### src/rtl/uart_byte_rx.sv
// uart_byte_rx: 8N1 UART receiver that presents each byte with a one-cycle
// data_valid strobe. The line is oversampled at the system clock, and each
// bit is sampled at its midpoint.
// Optional build macro: UART_RX_PARITY_EN selects 8E1 framing and adds the
// parity_err output.
module uart_byte_rx #(
    parameter int CLK_FREQ = 50_000_000,
    parameter int BAUD     = 115_200
) (
    input  logic       clk,
    input  logic       rst,
    input  logic       rxd,
    output logic [7:0] data,
    output logic       data_valid,
    output logic       frame_err,
    output logic       busy
`ifdef UART_RX_PARITY_EN
    ,
    output logic       parity_err
`endif
);

    localparam int BIT_DIV = CLK_FREQ / BAUD;
    localparam int CW      = (BIT_DIV > 2) ? $clog2(BIT_DIV) : 1;
    localparam logic [CW-1:0] MID  = CW'(BIT_DIV / 2 - 1);
    localparam logic [CW-1:0] LAST = CW'(BIT_DIV - 1);

    typedef enum logic [2:0] {
        IDLE   = 3'd0,
        START  = 3'd1,
        DATA   = 3'd2,
        PARITY = 3'd3,
        STOP   = 3'd4
    } state_t;

    state_t        state_q;
    logic [CW-1:0] baud_cnt_q;
    logic [2:0]    bit_cnt_q;
    logic [7:0]    shreg_q;
    logic [7:0]    data_q;
    logic          data_valid_q;
    logic          frame_err_q;
    logic          busy_q;
    logic          rxd_meta_q;
    logic          rxd_s_q;
    logic          rxd_prev_q;
    logic          fall_d;
    logic          mid_d;
    logic          wrap_d;
`ifdef UART_RX_PARITY_EN
    logic          par_bit_q;
    logic          parity_err_q;
`endif

    // Two-flop synchroniser plus a delayed copy for edge detection.
    // All three flops reset to 1 so that reset does not look like a start edge.
    always_ff @(posedge clk or posedge rst) begin
        if (rst) begin
            rxd_meta_q <= 1'b1;
            rxd_s_q    <= 1'b1;
            rxd_prev_q <= 1'b1;
        end else begin
            rxd_meta_q <= rxd;
            rxd_s_q    <= rxd_meta_q;
            rxd_prev_q <= rxd_s_q;
        end
    end

    // Decode the start-edge, mid-bit and end-of-bit events.
    always_comb begin
        fall_d = rxd_prev_q & ~rxd_s_q;
        mid_d  = (baud_cnt_q == MID);
        wrap_d = (baud_cnt_q == LAST);
    end

    // Receive FSM. The strobes default low each cycle, so each one is a single-cycle pulse.
    always_ff @(posedge clk or posedge rst) begin
        if (rst) begin
            state_q      <= IDLE;
            baud_cnt_q   <= '0;
            bit_cnt_q    <= '0;
            shreg_q      <= '0;
            data_q       <= '0;
            data_valid_q <= 1'b0;
            frame_err_q  <= 1'b0;
            busy_q       <= 1'b0;
`ifdef UART_RX_PARITY_EN
            par_bit_q    <= 1'b0;
            parity_err_q <= 1'b0;
`endif
        end else begin
            data_valid_q <= 1'b0;
            frame_err_q  <= 1'b0;
`ifdef UART_RX_PARITY_EN
            parity_err_q <= 1'b0;
`endif
            baud_cnt_q   <= wrap_d ? '0 : baud_cnt_q + 1'b1;
            case (state_q)
                IDLE: begin
                    baud_cnt_q <= '0;
                    if (fall_d) begin
                        state_q <= START;
                        busy_q  <= 1'b1;
                    end
                end
                START: begin
                    // A start bit that is high at mid-bit was only a glitch.
                    if (mid_d && rxd_s_q) begin
                        state_q <= IDLE;
                        busy_q  <= 1'b0;
                    end else if (wrap_d) begin
                        state_q   <= DATA;
                        bit_cnt_q <= '0;
                    end
                end
                DATA: begin
                    if (mid_d)
                        shreg_q <= {rxd_s_q, shreg_q[7:1]};
                    if (wrap_d) begin
                        if (bit_cnt_q == 3'd7) begin
`ifdef UART_RX_PARITY_EN
                            state_q <= PARITY;
`else
                            state_q <= STOP;
`endif
                        end else begin
                            bit_cnt_q <= bit_cnt_q + 3'd1;
                        end
                    end
                end
`ifdef UART_RX_PARITY_EN
                PARITY: begin
                    if (mid_d)
                        par_bit_q <= rxd_s_q;
                    if (wrap_d)
                        state_q <= STOP;
                end
`endif
                STOP: begin
                    // Leave at mid-stop so a back-to-back start edge is not missed.
                    if (mid_d) begin
                        if (rxd_s_q) begin
                            data_q       <= shreg_q;
                            data_valid_q <= 1'b1;
`ifdef UART_RX_PARITY_EN
                            parity_err_q <= ^{shreg_q, par_bit_q};
`endif
                        end else begin
                            frame_err_q <= 1'b1;
                        end
                        state_q <= IDLE;
                        busy_q  <= 1'b0;
                    end
                end
                default: begin
                    state_q <= IDLE;
                    busy_q  <= 1'b0;
                end
            endcase
        end
    end

    assign data       = data_q;
    assign data_valid = data_valid_q;
    assign frame_err  = frame_err_q;
    assign busy       = busy_q;
`ifdef UART_RX_PARITY_EN
    assign parity_err = parity_err_q;
`endif

endmodule

### config.mk
export PLATFORM = sky130hd
export DESIGN_NAME = uart_byte_rx
export DESIGN_NICKNAME = d
export VERILOG_FILES = /design/src/rtl/uart_byte_rx.sv
export SDC_FILE = /design/constraint.sdc
export NUM_CORES = 1
export LEC_CHECK = 0
export BUFFER_PORTS_ARGS = -buffer_cell sky130_fd_sc_hd__buf_2
export CAP_MARGIN = 20
export CORE_MARGIN = 2
export CORE_UTILIZATION = 52
export DETAILED_ROUTE_END_ITERATION = 12
export GPL_TIMING_DRIVEN = 1
export PLACE_DENSITY = 0.76
export SLEW_MARGIN = 15
export SYNTH_ARGS = -nofsm -noshare
export SYNTH_HDL_FRONTEND = slang
export SYNTH_SLANG_ARGS = --single-unit
### constraint.sdc
create_clock -name clk -period 1.6 [get_ports clk]
set_input_delay 0.48 -clock clk [delete_from_list [all_inputs] [get_ports clk]]
set_output_delay 0.48 -clock clk [all_outputs]
set_load 0.03 [all_outputs]
==> flow_summary.yaml, run 1 <==
status:
  outcome: "finished with violations"
  violations: "negative setup slack"
global_routing:
  grt_use_met1: 0.282
  grt_max_degree: 38
  antenna_found_initial: 0
  grt-busiest-layer: "met2"
  globalRouteTotalUtil: 0.227
  first_global_vias: 1285
  grt.met3_usage: 0.0512
  grt_overflow_total: 0
  grtUsageMet2: 0.378
  grt_first_pass_wirelength_microns: 6000
sta:
  fin_skew_ps: 16.4
  worstMarginPinSlew_ps: 461
  finalCriticalPeriod_ps: 1790
  rsz0062_at_grt: "yes"
  relSlewSlack: 0.692
  hold_ws_ps: 215
  tns_ps: -2550
  setup_viol: 22
  finalHoldViolations: 0
  fin_crit_sh: 1.12
  finalMaxSlewViolations: 0
  fmax_mhz: 560
  worst_slack_ps: -186
logic_synthesis:
  synthXorXnorAreaFrac: 0.0312
  synth_cell_type_count: 38
  synth_top_family_by_area: "simple AND/OR/NAND/NOR gates"
  syn_area_per_cell_sq_um: 12.4
  syn_area_sq_um: 1690
  synth_compound_area_frac: 0.0586
  synth-simple-area-share: 0.159
  ys_seq_area_frac: 0.551
  yosys-mux-area-fraction: 0.131
  syn_nets: 144
  synth_seq_cells: 37
  postSynthCellCount: 136
  synth_fa_ha_area_frac: 0.0371
  synth_warnings: 0
power:
  peakVddDrop_v: 0.000794
  leakage_nw: 1.12
  power-per-cell-area_nw_per_um2: 963
clock_tree:
  cts_tree: "done"
  clk_pin_slew_ps: 120
  root_buffer: "clkbuf_4"
  cts-buffers-inserted: 5
  clk-insertion-delay-late_ps: 350
  clock_path_buffers: 2
  cts_sinks: 37
  cts.htree.levels: 2
detailed_routing:
  drt-initial-drc-count: 85
  drc: 0
  num_vias: 1273
  wire_per_inst_microns: 17.1
  postRouteAntennaNets: 0
  routed_wl_microns: 3940
  dr.pass1.iters: 4
  viasPerCell: 5.53
die:
  coreArea_sq_um: 3080
  fp.dieW_microns: 61.0
  initial_core_util: 0.548
  design.die.area_sq_um: 3710
  io_pins: 14
  row_count: 20
  fp.dieH_microns: 61.0
final_layout:
  fin_cells: 230
  final_area_sq_um: 2260
  syn2layout_area_growth_pct: 33.9
  final_nets: 193
  num_antenna_cells: 0
  fillers: 202
  drive_gt1_frac: 0.532
setup_path:
  crit_fanout: 3
  critPathLaunch: "baud_cnt_q[1]"
  arrival_ps: 2030
  crit_required_ps: 1840
  crit_path_end_kind: "register"
  r2r-start: "baud_cnt_q[1]"
  path_class: "register to register"
  worst_setup_path_start_kind: "register"
  reg2reg_depth: 6
placement:
  place.gp.congestion: 0.854
  dp_hpwl_microns: 2450
  detailed_place.area_sq_um: 1990
  place_inst: 216
  port_buffers: 13
hold_path:
  hold_class: "input pin to asynchronous set/reset pin"
flow_run:
  cap_violations: 0
worst max-delay path: stages (launching register included):
cell and delay [ps]:
dfrtp_1 410, inv_2 100, ha_4 130, and4b_2 220, nand4_1 150, or3_4 420, mux2_4 270
final timing paths:
path                           endpoint  slack (ps)
max                        bit_cnt_q[0]        -190
min                           frame_err         210
max reg2reg                bit_cnt_q[0]        -190
min reg2reg                     rxd_s_q         360
max in group asynchronous    rxd_meta_q        1020
min in group clk             rxd_meta_q         230
synthesized netlist by cell type:
cell type	instances	area share
nand3_2	1	0.0059
or3b_2	1	0.0052
or3_4	1	0.0067
dfrtp_1	34	0.50
nor2b_1	1	0.0037
o311ai_0	1	0.0052
nor2_1	11	0.024
a211oi_1	1	0.0045
nor4b_4	1	0.014
clkbuf_1	2	0.0045
nor3b_1	1	0.0045
and4_1	2	0.010
buf_2	1	0.0030
a31oi_1	1	0.0037
and4b_2	1	0.0067
ha_1	5	0.037
xnor2_1	4	0.021
nand2_1	7	0.016
xor2_1	2	0.010
and4_2	1	0.0059
a21o_1	1	0.0045
nand3_1	6	0.018
a21oi_1	4	0.012
nor2_2	1	0.0037
nand4_1	3	0.011
dfstp_2	3	0.047
a31o_2	1	0.0052
nor3_1	4	0.012
buf_6	1	0.0067
or2_1	1	0.0037
mux2_4	8	0.071
or3_1	2	0.0074
o32a_1	1	0.0059
a22o_1	2	0.010
a21boi_0	1	0.0045
mux2_2	9	0.060
o21ai_0	1	0.0030
inv_1	8	0.018
state kept, by name, indices dropped and copies added, names as in the netlist:
name        cells
baud_cnt_q      9
bit_cnt_q       3
busy            1
data            8
data_valid      1
frame_err       1
rxd_meta_q      1
rxd_prev_q      1
rxd_s_q         1
shreg_q         8
state_q         3
metal layers:
| metal | vias to the layer above | wire length (microns) |
|---|---|---|
| met5 | - | 0 |
| li1 | 580 | - |
| met3 | 14 | 173 |
| met1 | 632 | 1620 |
| met2 | 47 | 2010 |
| met4 | 0 | 135 |
through the flow:
| stage | total power [mW] | util | worst slack (ps) |
|---|---|---|---|
| floorplan | 1.32 | - | -109 |
| global placement | 1.51 | 0.648 | -148 |
| detailed placement | 1.55 | 0.648 | -210 |
| CTS | 2.11 | 0.722 | -189 |
| global route | 2.29 | 0.734 | -271 |
| finish | 2.18 | 0.734 | -186 |
area by class of cell:
cell class / instances / area (sq um) / area share
tap: 44 / 55.1 / 0.0244
inverter: 8 / 30.0 / 0.0133
sequential: 37 / 930 / 0.412
multi-input combinational: 89 / 867 / 0.384
clock buffer: 6 / 41.3 / 0.0183
timing repair buffer: 44 / 325 / 0.144
clock inverter: 2 / 10.0 / 0.00443
kinds of logic after synthesis:
| family | count (synthesis) |
|---|---|
| simple gates | 45 |
| buf+inv | 12 |
| flops | 37 |
| fa+ha+maj | 5 |
| compound gates | 14 |
| mux | 17 |
| xor+xnor | 6 |
where the power goes:
group / leakage (nW) / switching [mW] / internal (mW)
logic: 0.595 / 0.318 / 0.317
clock network: 0.0320 / 0.312 / 0.167
registers: 0.491 / 0.0546 / 1.01
total: 1.12 / 0.685 / 1.49
cells in the final DEF (no fill, tap or decap), drive strengths merged, types with 2 or more instances in the layout:
cell,count
clkinv,2
buf,44
nand4,3
ha,5
nor3,4
mux2,17
xor2,2
nor2,12
or2,2
nand3,7
inv,8
xnor2,4
a21o,2
dfrtp,34
nand2,7
clkbuf,6
dfstp,3
or3,3
a22o,2
and4,3
a21oi,4
repair_timing:
action                                  in CTS  in global routing
pin swaps                                    4                  6
gates resized for setup                     33                  8
hold buffers                                 0                  0
setup buffers                                4                  2
cloned                                       1                  1
endpoints found under the setup margin      31                 32
hold endpoints to repair                     0                  0
No activity file was read; power rests on OpenSTA's default activity.
==> inputs of run 2 (changes only) <==
--- a/config.mk
+++ b/config.mk
@@ -8,10 +8,11 @@
 export BUFFER_PORTS_ARGS = -buffer_cell sky130_fd_sc_hd__buf_2
 export CAP_MARGIN = 20
 export CORE_MARGIN = 2
-export CORE_UTILIZATION = 52
+export CORE_UTILIZATION = 55
+export CTS_BUF_LIST = sky130_fd_sc_hd__clkbuf_8
 export DETAILED_ROUTE_END_ITERATION = 12
 export GPL_TIMING_DRIVEN = 1
-export PLACE_DENSITY = 0.76
+export PLACE_DENSITY = 0.79
 export SLEW_MARGIN = 15
 export SYNTH_ARGS = -nofsm -noshare
 export SYNTH_HDL_FRONTEND = slang
==> flow_summary.yaml, run 2 (synthesized netlist as in run 1, its figures left out) <==
status:
  outcome: "finished with violations"
  violations: "negative setup slack"
detailed_routing:
  drc: 0
  postRouteAntennaNets: 0
  viasPerCell: 5.94
  routed_wl_microns: 4120
  dr.pass1.iters: 4
  drt-initial-drc-count: 39
  num_vias: 1282
  wire_per_inst_microns: 19.1
sta:
  hold_ws_ps: 214
  tns_ps: -3640
  finalCriticalPeriod_ps: 1790
  fin_crit_sh: 1.12
  rsz0062_at_grt: "yes"
  finalHoldViolations: 0
  fmax_mhz: 557
  relSlewSlack: 0.817
  setup_viol: 28
  worstMarginPinSlew_ps: 274
  worst_slack_ps: -194
  finalMaxSlewViolations: 0
  fin_skew_ps: 11.1
placement:
  place.gp.congestion: 0.905
  dp_hpwl_microns: 2410
  port_buffers: 13
  detailed_place.area_sq_um: 1970
global_routing:
  first_global_vias: 1236
  grt_overflow_total: 0
  globalRouteTotalUtil: 0.236
  antenna_found_initial: 0
  grt_first_pass_wirelength_microns: 5800
  grt_max_degree: 38
setup_path:
  arrival_ps: 1980
  crit_chain: "buf_6 -> ha_4 -> and4b_2 -> nand4_1 -> or3_4 -> mux2_2"
  crit_fanout: 3
  critPathMaxStageDelay_ps: 400
  slowest_stage: "dfrtp_1"
  path_buf_inv: 1
  worst_setup_path_start_kind: "register"
  path_class: "register to register"
  crit_required_ps: 1780
  cp_top_family: "simple AND/OR/NAND/NOR gates"
  crit_path_end_kind: "register"
clock_tree:
  clk-insertion-delay-late_ps: 300
  postCtsHoldBufs: 0
  clk_pin_slew_ps: 80
  clock_path_buffers: 2
  cts_sinks: 37
  cts-buffers-inserted: 5
  cts_tree: "done"
  root_buffer: "clkbuf_8"
  cts.htree.levels: 2
final_layout:
  layout_commonest_cell: "dfrtp_1"
  regMostFlops: "baud_cnt_q"
  final_nets: 190
  final_util: 0.780
  num_antenna_cells: 0
  final_area_sq_um: 2320
  syn2layout_area_growth_pct: 37.7
  largest_reg_flops: 9
  layout_common_cells: "dfrtp_1, buf_4, mux2_4"
  drive_gt1_frac: 0.568
die:
  fp.dieW_microns: 59.4
  initial_core_util: 0.566
  fp.dieH_microns: 59.4
  io_pins: 14
  design.die.area_sq_um: 3530
  row_count: 20
  coreArea_sq_um: 2980
power:
  leakage_nw: 1.12
  power-per-cell-area_nw_per_um2: 1060
  peakVddDrop_v: 0.000909
  finalPower_mw: 2.47
hold_path:
  hold_class: "input pin to asynchronous set/reset pin"
flow_run:
  cap_violations: 0
## run 2: where the power goes
part / internal (mW) / total (mW) / switching [mW] / leakage, nW
Combinational: 0.350 / 0.722 / 0.372 / 0.577
Sequential: 1.01 / 1.07 / 0.0624 / 0.491
Clock: 0.343 / 0.680 / 0.336 / 0.0486
## run 2: repair_timing
item,in CTS,in global routing
buffers inserted,3,3
resized for setup,20,33
endpoints found under the setup margin,31,33
cloned,0,1
pin swaps,4,13
## run 2: worst reg2reg max path: cells and delay by family (launching register included)
family / cells / cell delay (ps)
adder cells (fa/ha/maj): 1 / 120
flip-flops: 1 / 400
buffers and inverters: 1 / 130
AND/OR/NAND/NOR: 3 / 760
multiplexers: 1 / 270
## run 2: per-layer routing
metal	vias to the layer above	track usage	routed length (microns)
met3	15	0.0939	195
met5	-	0	0
met1	644	0.273	1650
met4	0	0.117	111
li1	569	-	-
met2	54	0.378	2160
## run 2: through the flow
step	setup slack (ps)	std cells
after detailed placement	-253	202
after CTS	-193	213
after global placement	-145	202
after floorplan	-109	136
after global routing	-294	216
final	-194	216
## run 2: area by class of cell
type | instances | area [sq um]
Clock buffer | 6 | 82.6
Clock inverter | 2 | 11.3
Fill cell | 176 | 656
Inverter | 8 | 30.0
Multi-Input combinational cell | 88 | 901
Sequential cell | 37 | 930
Tap cell | 33 | 41.3
Timing Repair Buffer | 42 | 327
## run 2: worst paths after layout
kind | startpoint | to | slack, ps | cells past startpoint
min | rst | data[5] | 210 | 3
min in group clk | rxd | rxd_meta_q | 280 | 1
min reg2reg | rxd_meta_q | rxd_s_q | 360 | 0
max reg2reg | baud_cnt_q[0] | bit_cnt_q[0] | -190 | 6
max | baud_cnt_q[0] | bit_cnt_q[0] | -190 | 6
max in group asynchronous | rst | rxd_prev_q | 1130 | 3
